File: src/rtl/mmu_pkg.sv
// mmu_pkg: shared defaults and state encoding for the systolic-array MMU controller
package mmu_pkg;
  localparam int DIM_DEF = 16;
  localparam int RES_LAT_DEF = 2 * DIM_DEF - 1;
  localparam int ROWS_W_DEF = 9;
  typedef enum logic [2:0] {
    IDLE    = 3'd0,
    LOADW   = 3'd1,
    SETTLE  = 3'd2,
    COMPUTE = 3'd3,
    DONE    = 3'd4
  } state_t;
endpackage

File: src/rtl/mmu_phase_cnt.sv
// mmu_phase_cnt: loadable down-counter with freeze and terminal-count flag
module mmu_phase_cnt #(
  parameter int W = 10
) (
  input  logic         clk,
  input  logic         rst_n,
  input  logic         load,
  input  logic         freeze,
  input  logic [W-1:0] load_val,
  output logic [W-1:0] cnt,
  output logic         tc
);
  // load wins so a new phase can always start; otherwise count toward zero and park there
  always_ff @(posedge clk)
    if (!rst_n) cnt <= '0;
    else if (load) cnt <= load_val;
    else if (!freeze && cnt != '0) cnt <= cnt - 1'b1;
  assign tc = cnt == '0;
endmodule

File: src/rtl/mmu_ctrl.sv
// mmu_ctrl: sequences weight load, settle and compute phases of a systolic-array job
module mmu_ctrl import mmu_pkg::*; #(
  parameter int DIM = DIM_DEF,
  parameter int RES_LAT = RES_LAT_DEF,
  parameter int ROWS_W = ROWS_W_DEF
) (
  input  logic                     clk,
  input  logic                     rst_n,
  input  logic                     start,
  input  logic [ROWS_W-1:0]        num_rows,
  input  logic                     stall,
  output logic                     busy,
  output logic                     done,
  output logic                     wwrite,
  output logic [$clog2(DIM)-1:0]   w_rd_addr,
  output logic                     active,
  output logic                     d_rd_en,
  output logic [ROWS_W-1:0]        d_rd_addr,
  output logic                     r_wr_en,
  output logic [ROWS_W-1:0]        r_wr_addr
);
  localparam int AW = $clog2(DIM);
  localparam int CW = ROWS_W + 1;
  state_t state, nxt;
  logic [ROWS_W-1:0] rows;
  logic load, tc, adv, rd_win, wr_win;
  logic [CW-1:0] load_val, cnt;
  assign adv = !stall && tc;
  mmu_phase_cnt #(.W(CW)) u_cnt (
    .clk(clk), .rst_n(rst_n), .load(load), .freeze(stall),
    .load_val(load_val), .cnt(cnt), .tc(tc)
  );
  // state register
  always_ff @(posedge clk)
    if (!rst_n) state <= IDLE;
    else state <= nxt;
  // job row count captured when a start is accepted
  always_ff @(posedge clk)
    if (!rst_n) rows <= '0;
    else if (state == IDLE && start) rows <= num_rows;
  // phase transitions; the counter is reloaded for each phase that follows
  always_comb begin
    nxt = state;
    load = 1'b0;
    load_val = CW'(DIM - 1);
    unique case (state)
      IDLE: if (start) begin
        nxt = num_rows != '0 ? LOADW : DONE;
        load = 1'b1;
      end
      LOADW: if (adv) begin
        nxt = SETTLE;
        load = 1'b1;
      end
      SETTLE: if (adv) begin
        nxt = COMPUTE;
        load = 1'b1;
        load_val = CW'(rows) + CW'(RES_LAT - 1);
      end
      COMPUTE: if (adv) nxt = DONE;
      DONE: if (!stall) nxt = IDLE;
      default: nxt = IDLE;
    endcase
  end
  // outputs; compute cycle c = rows+RES_LAT-1-cnt, so read window is cnt>=RES_LAT and write window cnt<rows
  always_comb begin
    busy = state != IDLE;
    done = state == DONE && !stall;
    wwrite = state == LOADW && !stall;
    w_rd_addr = state == LOADW ? cnt[AW-1:0] : '0;
    active = state == COMPUTE && !stall;
    rd_win = state == COMPUTE && cnt >= CW'(RES_LAT);
    wr_win = state == COMPUTE && cnt < CW'(rows);
    d_rd_en = rd_win && !stall;
    d_rd_addr = rd_win ? ROWS_W'(CW'(rows) + CW'(RES_LAT - 1) - cnt) : '0;
    r_wr_en = wr_win && !stall;
    r_wr_addr = wr_win ? ROWS_W'(CW'(rows) - 1'b1 - cnt) : '0;
  end
endmodule

File: config.mk
export PLATFORM = sky130hd
export DESIGN_NAME = mmu_ctrl
export DESIGN_NICKNAME = d
export VERILOG_FILES = /design/src/rtl/mmu_pkg.sv /design/src/rtl/mmu_phase_cnt.sv /design/src/rtl/mmu_ctrl.sv
export SDC_FILE = /design/constraint.sdc
export NUM_CORES = 1
export LEC_CHECK = 0
export CORE_MARGIN = 2
export CORE_UTILIZATION = 35
export DETAILED_ROUTE_END_ITERATION = 10
export GPL_TIMING_DRIVEN = 0
export PLACE_DENSITY = 0.65
export SYNTH_ARGS = -nofsm -noshare
export SYNTH_HDL_FRONTEND = slang
export SYNTH_SLANG_ARGS = --single-unit
File: constraint.sdc
create_clock -name clk -period 4.7 [get_ports clk]
set_clock_uncertainty 0.05 [all_clocks]
set_input_delay 1.41 -clock clk [delete_from_list [all_inputs] [get_ports clk]]
set_output_delay 1.41 -clock clk [all_outputs]
set_load 0.02 [all_outputs]
==> summary.txt <==
Cells and area
  – Register Area: 444 um2
  – Multi-input gate area: 1840 um2
  – P&R area growth vs syn: 23.6%
  – Finished Core Util: 44.4%
  – Layout cells sized above 1: 8.04%
  – Final nets: 416
  – # diodes: 0
  – Final-layout fill cell count: 699

Synthesis
  – Cells after Synth: 331
  – Post-synth EDFFs: 0
  – Syn Nets: 373
  – Yosys top cell by area: dfxtp_1
  – Ys async rst share: 0%
  – Netlist area before placement: 2420 um2
  – Area contributors post-synth: dfxtp_1, ha_1, nor2_1
  – Synthesis-stage register bit count: 22
  – YS warnings: 0
  – Post-synth top area share: 18.2%
  – Number of library cell types mapped by synthesis: 58
  – Ys flop type: dfxtp_1
  – Avg Inst Size Synth: 7.30 um2
  – Top cells by count, synth: nor2_1, nand2_1, a21oi_1, ha_1, inv_1
  – Register area share after synthesis: 18.2%
  – Most numerous cell in the Yosys netlist: nor2_1

CTS
  – Clock net sink count: 22
  – Reg clk slew, reported paths: 0.08 ns
  – CTS tree: yes
  – Cts bufs inserted: 3
  – CTS root buffer: clkbuf_8
  – Skew-Pair Late Insertion Delay: 0.26 ns
  – Post-CTS Hold Fix Bufs: 0
  – Clk buf depth: 2
  – Htree depth: 1

Pwr
  – Pint: 631 uW
  – Comb pwr share: 65.8%
  – Worst vdd ir: 0.172 mV
  – NetSw: 580 uW
  – Clock power share: 11.4%
  – Pwr dens: 406 nW/um2
  – Sw frac: 47.9%
  – Leakage: 1.18 nW
  – Sequential share of power: 22.8%

Status
  – Status: finished, final reports clean

Die
  – Rows: 30
  – Ports: 41
  – Core area: 6720 um2
  – Width of the die: 87.1 um
  – Die area: 7580 um2
  – Initial Util: 36.0%
  – Die Y-Extent: 87.1 um

Place
  – GPL Wtd Cong: 0.958
  – DPL Wire Length: 5.49 mm
  – Port bufs: 39

Critical path
  – Crit path top cell by count: ha_1
  – Crit path arrival time: 3.02 ns
  – Crit path cell chain: inv_1 > ha_1 > nor3b_4 > xnor2_1 > ha_1 > nand3_1 > a21oi_1 > nor3_1 > xor2_1 > nor2_1 > clkdlybuf4s50_1
  – CP Capture Type: output pin
  – CP max stage delay: 0.60 ns
  – Crit Path Class: reg -> out
  – Worst EP required: 3.24 ns
  – CP Buf/Inv Count: 2
  – Largest delay contributor family on the critical path: buffers and inverters
  – Worst-path fanout max: 7
  – CP startpoint kind: flop
  – Slowest cell on the critical path: clkdlybuf4s50_1

Timing
  – Final Slew Violations: 0
  – Fmax: 223 MHz
  – Hold_ws: 0.479 ns
  – Hold Fails Final Rpt: 0
  – Measured slew at the worst slew-check pin: 0.650 ns
  – Worst slew margin: 56.3%
  – Final setup viols: 0
  – Final period utilization: 95.3%
  – RSZ-0062 raised after global routing: no
  – Min Tclk post-route: 4.48 ns

Global route
  – Grt total ovfl: 0
  – First-pass GRT wire length: 10.7 mm
  – Largest net degree at the start of global routing: 13
  – Initial antenna violation count: 0
  – GRT Util Overall: 17.6%
  – Number of global-route vias before repair: 2221

Drt
  – Routed WL per cell: 14.7 um
  – 1st-iter DRT viols: 94
  – DR vias/cell: 5.37
  – DRT Pass-1 Iters: 4
  – Detailed-route wire length: 6.67 mm
  – # DRC: 0
  – Routed vias: 2432
  – Detail Route Antenna Nets: 0

Worst hold path
  – HP Class: reg -> reg

Run
  – Max-capacitance violation count: 0
-- cells by family after synthesis --
logic type	after synthesis	share of synthesized area [%]
and+or+nand+nor	141	28.9
AOI/OAI and AO/OA	79	21.5
buffers and inverters	37	6.63
adders and majority gates	29	15.6
DFF	22	18.2
xor gates and xnor gates	20	7.82
muxes	3	1.29
-- per-layer routing --
metal | global-route usage (%) | part of all wire [%] | up-vias
met5 | 0 | 0 | -
met4 | 3.98 | 1.8 | 0
met3 | 1.33 | 5.1 | 12
met2 | 29.8 | 46 | 70
met1 | 24.2 | 47 | 1094
li1 | - | - | 1256
-- cells in the final DEF, fill, tap and decap left out, drive strengths merged, types with 4 or more instances in the layout --
| cell type | count |
|---|---|
| nor2 | 43 |
| buf | 7 |
| o21ai | 13 |
| nor3 | 21 |
| dfxtp | 22 |
| nand3 | 6 |
| nand2 | 35 |
| nor2b | 4 |
| xnor2 | 14 |
| o21a | 5 |
| a21oi | 30 |
| a31oi | 5 |
| clkbuf | 6 |
| clkdlybuf4s50 | 36 |
| inv | 26 |
| ha | 27 |
| xor2 | 5 |
| nor4 | 6 |
| or3 | 7 |
-- worst reg2reg max path, cell delays in order, from the launching register on --
cell and delay, ns:
dfxtp_2 0.37, inv_1 0.20, ha_1 0.24, nor2b_1 0.31, nand3_1 0.19, o31ai_1 0.60
o31ai_1 0.15, a21oi_1 0.17
-- path summary, 6_finish.rpt --
path / start / to / slack [ns] / depth (start not counted)
setup reg to reg: u_cnt.cnt[1]$_SDFFE_PN0P_ / u_cnt.cnt[5]$_SDFFE_PN0P_ / 2.37 / 7
hold / removal: rows[8]$_SDFFE_PN0P_ / rows[8]$_SDFFE_PN0P_ / 0.48 / 2
setup / recovery: rows[1]$_SDFFE_PN0P_ / d_rd_addr[6] / 0.22 / 11
hold reg to reg: rows[8]$_SDFFE_PN0P_ / rows[8]$_SDFFE_PN0P_ / 0.48 / 2
-- power groups by stage --
stage / sequential, mW / clock, mW / combinational, mW
after global routing: 0.283 / 0.147 / 0.882
final: 0.276 / 0.138 / 0.796
after CTS: 0.274 / 0.141 / 0.785
after global placement: 0.275 / 0 / 0.764
after detailed placement: 0.277 / 0 / 0.777
after floorplan: 0.259 / 0 / 0.605
-- per-stage QoR --
stage          setup slack [ns]  power [mW]  TNS (ns)  instances  area [um2]
3_5_place_dp            -0.0568        1.05   -0.0568        450        2910
6_report                  0.220        1.21         0        453        2990
3_3_place_gp            -0.0296        1.04   -0.0296        450        2910
5_1_grt                  0.0534        1.31         0        453        2990
4_1_cts                 0.00542        1.20         0        453        2970
2_1_floorplan             0.791       0.864         0        331        2420
-- what timing repair did --
item | CTS | global route
pin swaps | 0 | 1
setup buffers | 0 | 0
resized for setup | 5 | 5
endpoints found under the setup margin | 10 | 10
gates cloned | 0 | 0
-- layout make-up --
type | count | area share, %
Buffer | 9 | 1.84
Sequential cell | 22 | 14.9
Inverter | 27 | 3.39
Timing Repair Buffer | 39 | 13.2
Tap cell | 80 | 3.35
Multi-Input combinational cell | 272 | 61.5
Clock buffer | 4 | 1.84
-- sequential cells by signal, indices dropped and copies added, names as in the netlist --
signal     count
u_cnt.cnt     10
rows           9
state          3
Power figures use the tool's default switching activity.
==> variant 1 (config.mk and constraints unchanged) <==
Change the package constant `DIM_DEF` from 16 to 32.
--- a/src/rtl/mmu_pkg.sv
+++ b/src/rtl/mmu_pkg.sv
@@ -2,3 +2,3 @@
 package mmu_pkg;
-  localparam int DIM_DEF = 16;
+  localparam int DIM_DEF = 32;
   localparam int RES_LAT_DEF = 2 * DIM_DEF - 1;
Interface: changed (resized w_rd_addr); port bits go from 41 to 42. No check against the original RTL was run, so the function may have changed too.
==> variant 1 against the original RTL <==
- register-to-register slack better by 0.15 ns
- sequential power is 11% lower
- critical endpoint is now d_rd_en
- setup slack worse by 0.091 ns
- power is 24% lower
- non-clock buffer count is 4 higher
- final area is 0.54% lower
- synthesized area is 1.5% lower
- sequential cell count stayed put
- routed wire length is 6.5% lower
- final cell count is 2.0% lower
- die area is 1.4% lower
==> variant 1: results (changes against the original RTL) <==
CP max FO=10 (was 7); first-pass GRT wire length=10.5 mm (was 10.7 mm); post-synthesis sequential area ratio=18.5% (was 18.2%); critical path data arrival time=3.11 ns (was 3.02 ns); peak supply drop=0.118 mV (was 0.172 mV); slew margin rel.=48.6% (was 56.3%); Int Power=544 uW (was 631 uW); vias=2328 (was 2432); crit start category=primary input (was register); per-cell routed wire length=14.0 um (was 14.7 um); GP Congestion=0.886 (was 0.958); Iteration-0 DRC Markers=138 (was 94); prevailing post-synth register cell=dfxtp_1 (unchanged); leakage=0.00119 uW (was 0.00118 uW); CTS root buffer=clkbuf_8 (unchanged); # diodes=0 (unchanged); share of cells above drive strength 1=8.52% (was 8.04%); DPL Wire Length=4.96 mm (was 5.49 mm); commonest cells in the netlist=nor2_1 (41), ha_1 (27), nand2_1 (27) (was nor2_1 (42), nand2_1 (35), a21oi_1 (30)); run status=completed (unchanged); clock-pin slew on the worst setup and hold paths=0.08 ns (about the same); leading post-synthesis cells by cell area=dfxtp_1 (19%), ha_1 (14%), nor2_1 (6.5%) (was dfxtp_1 (18%), ha_1 (14%), nor2_1 (6.5%)); vias in the first global route=2207 (was 2221); layout net count=407 (was 416); largest net degree at the start of global routing=14 (was 13); Synthesized Nets=362 (was 373); unique cell type count in the Yosys netlist=57 (was 58); I/O Buffers=41 (was 39); GRT Overall Usage=17.4% (was 17.6%)
-- variant 1: changes by cell type after synthesis, sizes merged, moves of 4 or more --
cell    delta
nand3      +4
xor2       +4
or3        -4
and2       +8
a21boi    +12
o21ai      +7
nand2      -8
nor3       -9
a21oi     -18
-- variant 1: worst paths after layout --
check / from / to / slack [ns] / cells after the start
hold reg to reg: rows[8]$_SDFFE_PN0P_ / rows[8]$_SDFFE_PN0P_ / 0.42 / 2
setup reg to reg: state[0]$_SDFFE_PN0P_ / u_cnt.cnt[9]$_SDFFE_PN0P_ / 2.52 / 6
setup / recovery: stall / d_rd_en / 0.13 / 4
hold / removal: rows[8]$_SDFFE_PN0P_ / rows[8]$_SDFFE_PN0P_ / 0.42 / 2
-- variant 1: metal layers --
metal,vias to the layer above,global-route usage [%],part of all wire [%]
met3,6,1.43,3.4
met2,42,29.0,46
met5,-,0,0
li1,1195,-,-
met1,1085,24.1,49
met4,0,4.69,1.5
-- variant 1: stage by stage --
stage          power [uW]  instance area, um^2  cells  utilization [%]  worst slack, ns
6_report              916                 2970    444             44.4            0.129
5_1_grt               993                 2970    444             44.4          0.00527
4_1_cts               912                 2960    444             44.3           0.0211
3_5_place_dp          726                 2890    441             43.3           0.0477
3_3_place_gp          719                 2890    441             43.3           0.0645
2_1_floorplan         609                 2380    320                -            0.821
-- variant 1: kinds of logic after synthesis --
kind of cell / share of synthesized area [%]
xor+xnor: 7.73
buf+inv: 6.52
fa+ha+maj: 15.9
mux: 0.946
compound gates: 21.0
flops: 18.5
simple gates: 29.4
-- variant 1: final cells by class --
| type | instances | area, um^2 |
|---|---|---|
| fill | 710 | 3710 |
| multi-input combinational | 261 | 1800 |
| sequential | 22 | 444 |
| timing repair buffer | 41 | 407 |
| tap | 80 | 100 |
| inverter | 25 | 93.8 |
| buffer | 11 | 57.6 |
| clock buffer | 3 | 41.3 |
| clock inverter | 1 | 30.0 |
-- variant 1: power groups by stage --
stage          Sequential (uW)  Clock, uW  Combinational, uW
5_1_grt                    251        194                549
6_report                   246        182                487
3_3_place_gp               248          0                470
2_1_floorplan              236          0                373
3_5_place_dp               250          0                477
4_1_cts                    245        186                480
-- variant 1: what timing repair did --
item	in CTS	in global routing
setup endpoints to repair	12	12
resized for setup	3	8
setup buffers	0	0
pin swaps	0	0
-- variant 1: worst max-delay path, stage by stage --
cell             delay [ns]
clkdlybuf4s50_1        0.59
clkbuf_1               0.43
nor3_1                 0.12
clkdlybuf4s50_1        0.55
==> variant 2 (same flow settings) <==
Without the edit above. Reset style: asynchronous (`rst_n`), changed in 3 clocked blocks.
--- a/src/rtl/mmu_phase_cnt.sv
+++ b/src/rtl/mmu_phase_cnt.sv
@@ -13,3 +13,3 @@
   // load wins so a new phase can always start; otherwise count toward zero and park there
-  always_ff @(posedge clk)
+  always_ff @(posedge clk or negedge rst_n)
     if (!rst_n) cnt <= '0;
--- a/src/rtl/mmu_ctrl.sv
+++ b/src/rtl/mmu_ctrl.sv
@@ -33,3 +33,3 @@
   // state register
-  always_ff @(posedge clk)
+  always_ff @(posedge clk or negedge rst_n)
     if (!rst_n) state <= IDLE;
@@ -37,3 +37,3 @@
   // job row count captured when a start is accepted
-  always_ff @(posedge clk)
+  always_ff @(posedge clk or negedge rst_n)
     if (!rst_n) rows <= '0;
Check against the original RTL: differs if rst_n is asserted again (counterexample within 4 cycles, from zero or initial values and one cycle with rst_n low); with rst_n held inactive, the same outputs for 10 cycles.
==> variant 2 against the original RTL <==
- synthesized area is 1.0% higher
- synthesized cell count is 7.9% lower
- routed wire length is 5.3% higher
- sequential cell count stayed put
- setup slack worse by 0.069 ns
- register-to-register slack better by 0.04 ns
- via count is 0.16% lower
- final area is 2.4% higher
Power is not compared: it rests on default switching activity, and its combinational part moved more than twofold at a synthesized area within 25%.
==> variant 2: results (changes against the original RTL) <==
first-pass GRT wire length=11.7 mm (was 10.7 mm); hold_sp=rows[0]$_DFFE_PN0P_ (was rows[8]$_SDFFE_PN0P_); run status=completed (unchanged); prevailing post-synth register cell=dfrtp_1 (was dfxtp_1); Synthesized Nets=347 (was 373); unique cell type count in the Yosys netlist=56 (was 58); Iteration-0 DRC Markers=176 (was 94); flop2flop setup slack=2.41 ns (was 2.37 ns); leading post-synthesis cells by cell area=dfrtp_1 (23%), ha_1 (14%), o21ai_0 (4.7%) (was dfxtp_1 (18%), ha_1 (14%), nor2_1 (6.5%)); Fillers=662 (was 699); syn_area_per_cell=8.00 um^2 (was 7.30 um^2); vias per inst=5.66 (was 5.37); reg2reg end=u_cnt.cnt[8]$_DFFE_PN0P_ (was u_cnt.cnt[5]$_SDFFE_PN0P_); CP max FO=9 (was 7); Reg2Reg Launch Point=u_cnt.cnt[4]$_DFFE_PN0P_ (was u_cnt.cnt[1]$_SDFFE_PN0P_); R2R cell count=5 (was 7); Placed Cells=425 (was 450); commonest cells in the netlist=ha_1 (27), nor2_1 (27), nand2_1 (23), o21ai_0 (23), dfrtp_1 (22) (was nor2_1 (42), nand2_1 (35), a21oi_1 (30)); slew margin rel.=30.6% (was 56.3%); GRT Overall Usage=19.2% (was 17.6%); I/O Buffers=40 (was 39); share of cells above drive strength 1=6.88% (was 8.04%); Area after DPL=2940 um^2 (was 2910 um^2); GP Congestion=0.910 (was 0.958); largest net degree at the start of global routing=23 (was 13); WHS Endpoint=u_cnt.cnt[0]$_DFFE_PN0P_ (was rows[8]$_SDFFE_PN0P_)
[variant 2: area by class of cell]
class | instances | area share (%)
buffer | 9 | 1.15
timing repair buffer | 41 | 14.2
inverter | 21 | 2.58
multi-input combinational | 253 | 59.3
tap | 80 | 3.27
sequential | 22 | 18.1
clock buffer | 3 | 1.35
[variant 2: kinds of logic (layout without fill, tap and decap cells)]
logic type	count (synthesis)	after routing	synth area share, %
buf+inv	30	74	4.61
mux	4	4	1.64
xor+xnor	13	13	5.23
flops	22	22	22.6
fa+ha+maj	29	29	15.5
simple gates	122	122	27.4
compound gates	85	85	23.1
[variant 2: worst max path at each step]
stage,start,end,slack (ns),depth (start not counted)
final,u_cnt.cnt[0]$_DFFE_PN0P_,r_wr_addr[5],0.15,10
after global routing,u_cnt.cnt[0]$_DFFE_PN0P_,r_wr_addr[3],0.005,10
after CTS,rows[1]$_DFFE_PN0P_,d_rd_addr[6],0.01,10
after detailed placement,u_cnt.cnt[0]$_DFFE_PN0P_,r_wr_addr[3],-0.04,9
after global placement,u_cnt.cnt[0]$_DFFE_PN0P_,r_wr_addr[7],-0.03,9
after floorplan,rows[1]$_DFFE_PN0P_,d_rd_addr[6],0.89,9
[variant 2: power by group]
part / leakage [uW] / internal (uW) / switching [uW] / total (uW)
combinational: 0.00105 / 974 / 1200 / 2170
sequential: 0.000268 / 271 / 137 / 407
clock: 0.0000216 / 57.4 / 62.7 / 120
total: 0.00134 / 1300 / 1400 / 2700
[variant 2: routing by layer]
| layer | track usage (%) | vias to the layer above | wire, um |
|---|---|---|---|
| li1 | - | 1206 | - |
| met1 | 27.3 | 1137 | 3320 |
| met2 | 31.4 | 79 | 3220 |
| met3 | 2.65 | 6 | 417 |
| met4 | 3.22 | 0 | 66 |
| met5 | 0 | - | 0 |
[variant 2: repair_timing]
| action | in CTS | in global routing |
|---|---|---|
| hold endpoints to repair | 0 | 0 |
| resized for setup | 3 | 13 |
| pin swaps | 0 | 1 |
| setup endpoints to repair | 11 | 15 |
| hold buffers | 0 | 0 |
| buffers inserted | 0 | 1 |
| gates cloned | 0 | 0 |
[variant 2: through the flow]
step | worst slack [ns] | hold WS (ns) | total power [uW] | util [%] | setup TNS (ns)
floorplan | 0.888 | 0.475 | 1860 | - | 0
global placement | -0.0288 | 0.515 | 2470 | 43.5 | -0.121
detailed placement | -0.0352 | 0.531 | 2490 | 43.5 | -0.147
CTS | 0.00956 | 0.544 | 2640 | 44.3 | 0
global route | 0.00503 | 0.577 | 2960 | 45.3 | 0
finish | 0.151 | 0.527 | 2700 | 45.3 | 0
[variant 2: worst max-delay path: cells and delay by family (launching register included)]
family          cells  cell delay, ns
fa+ha+maj           2            0.71
flops               1            0.44
simple gates        2            0.19
compound gates      3            0.66
buf+inv             3            0.81
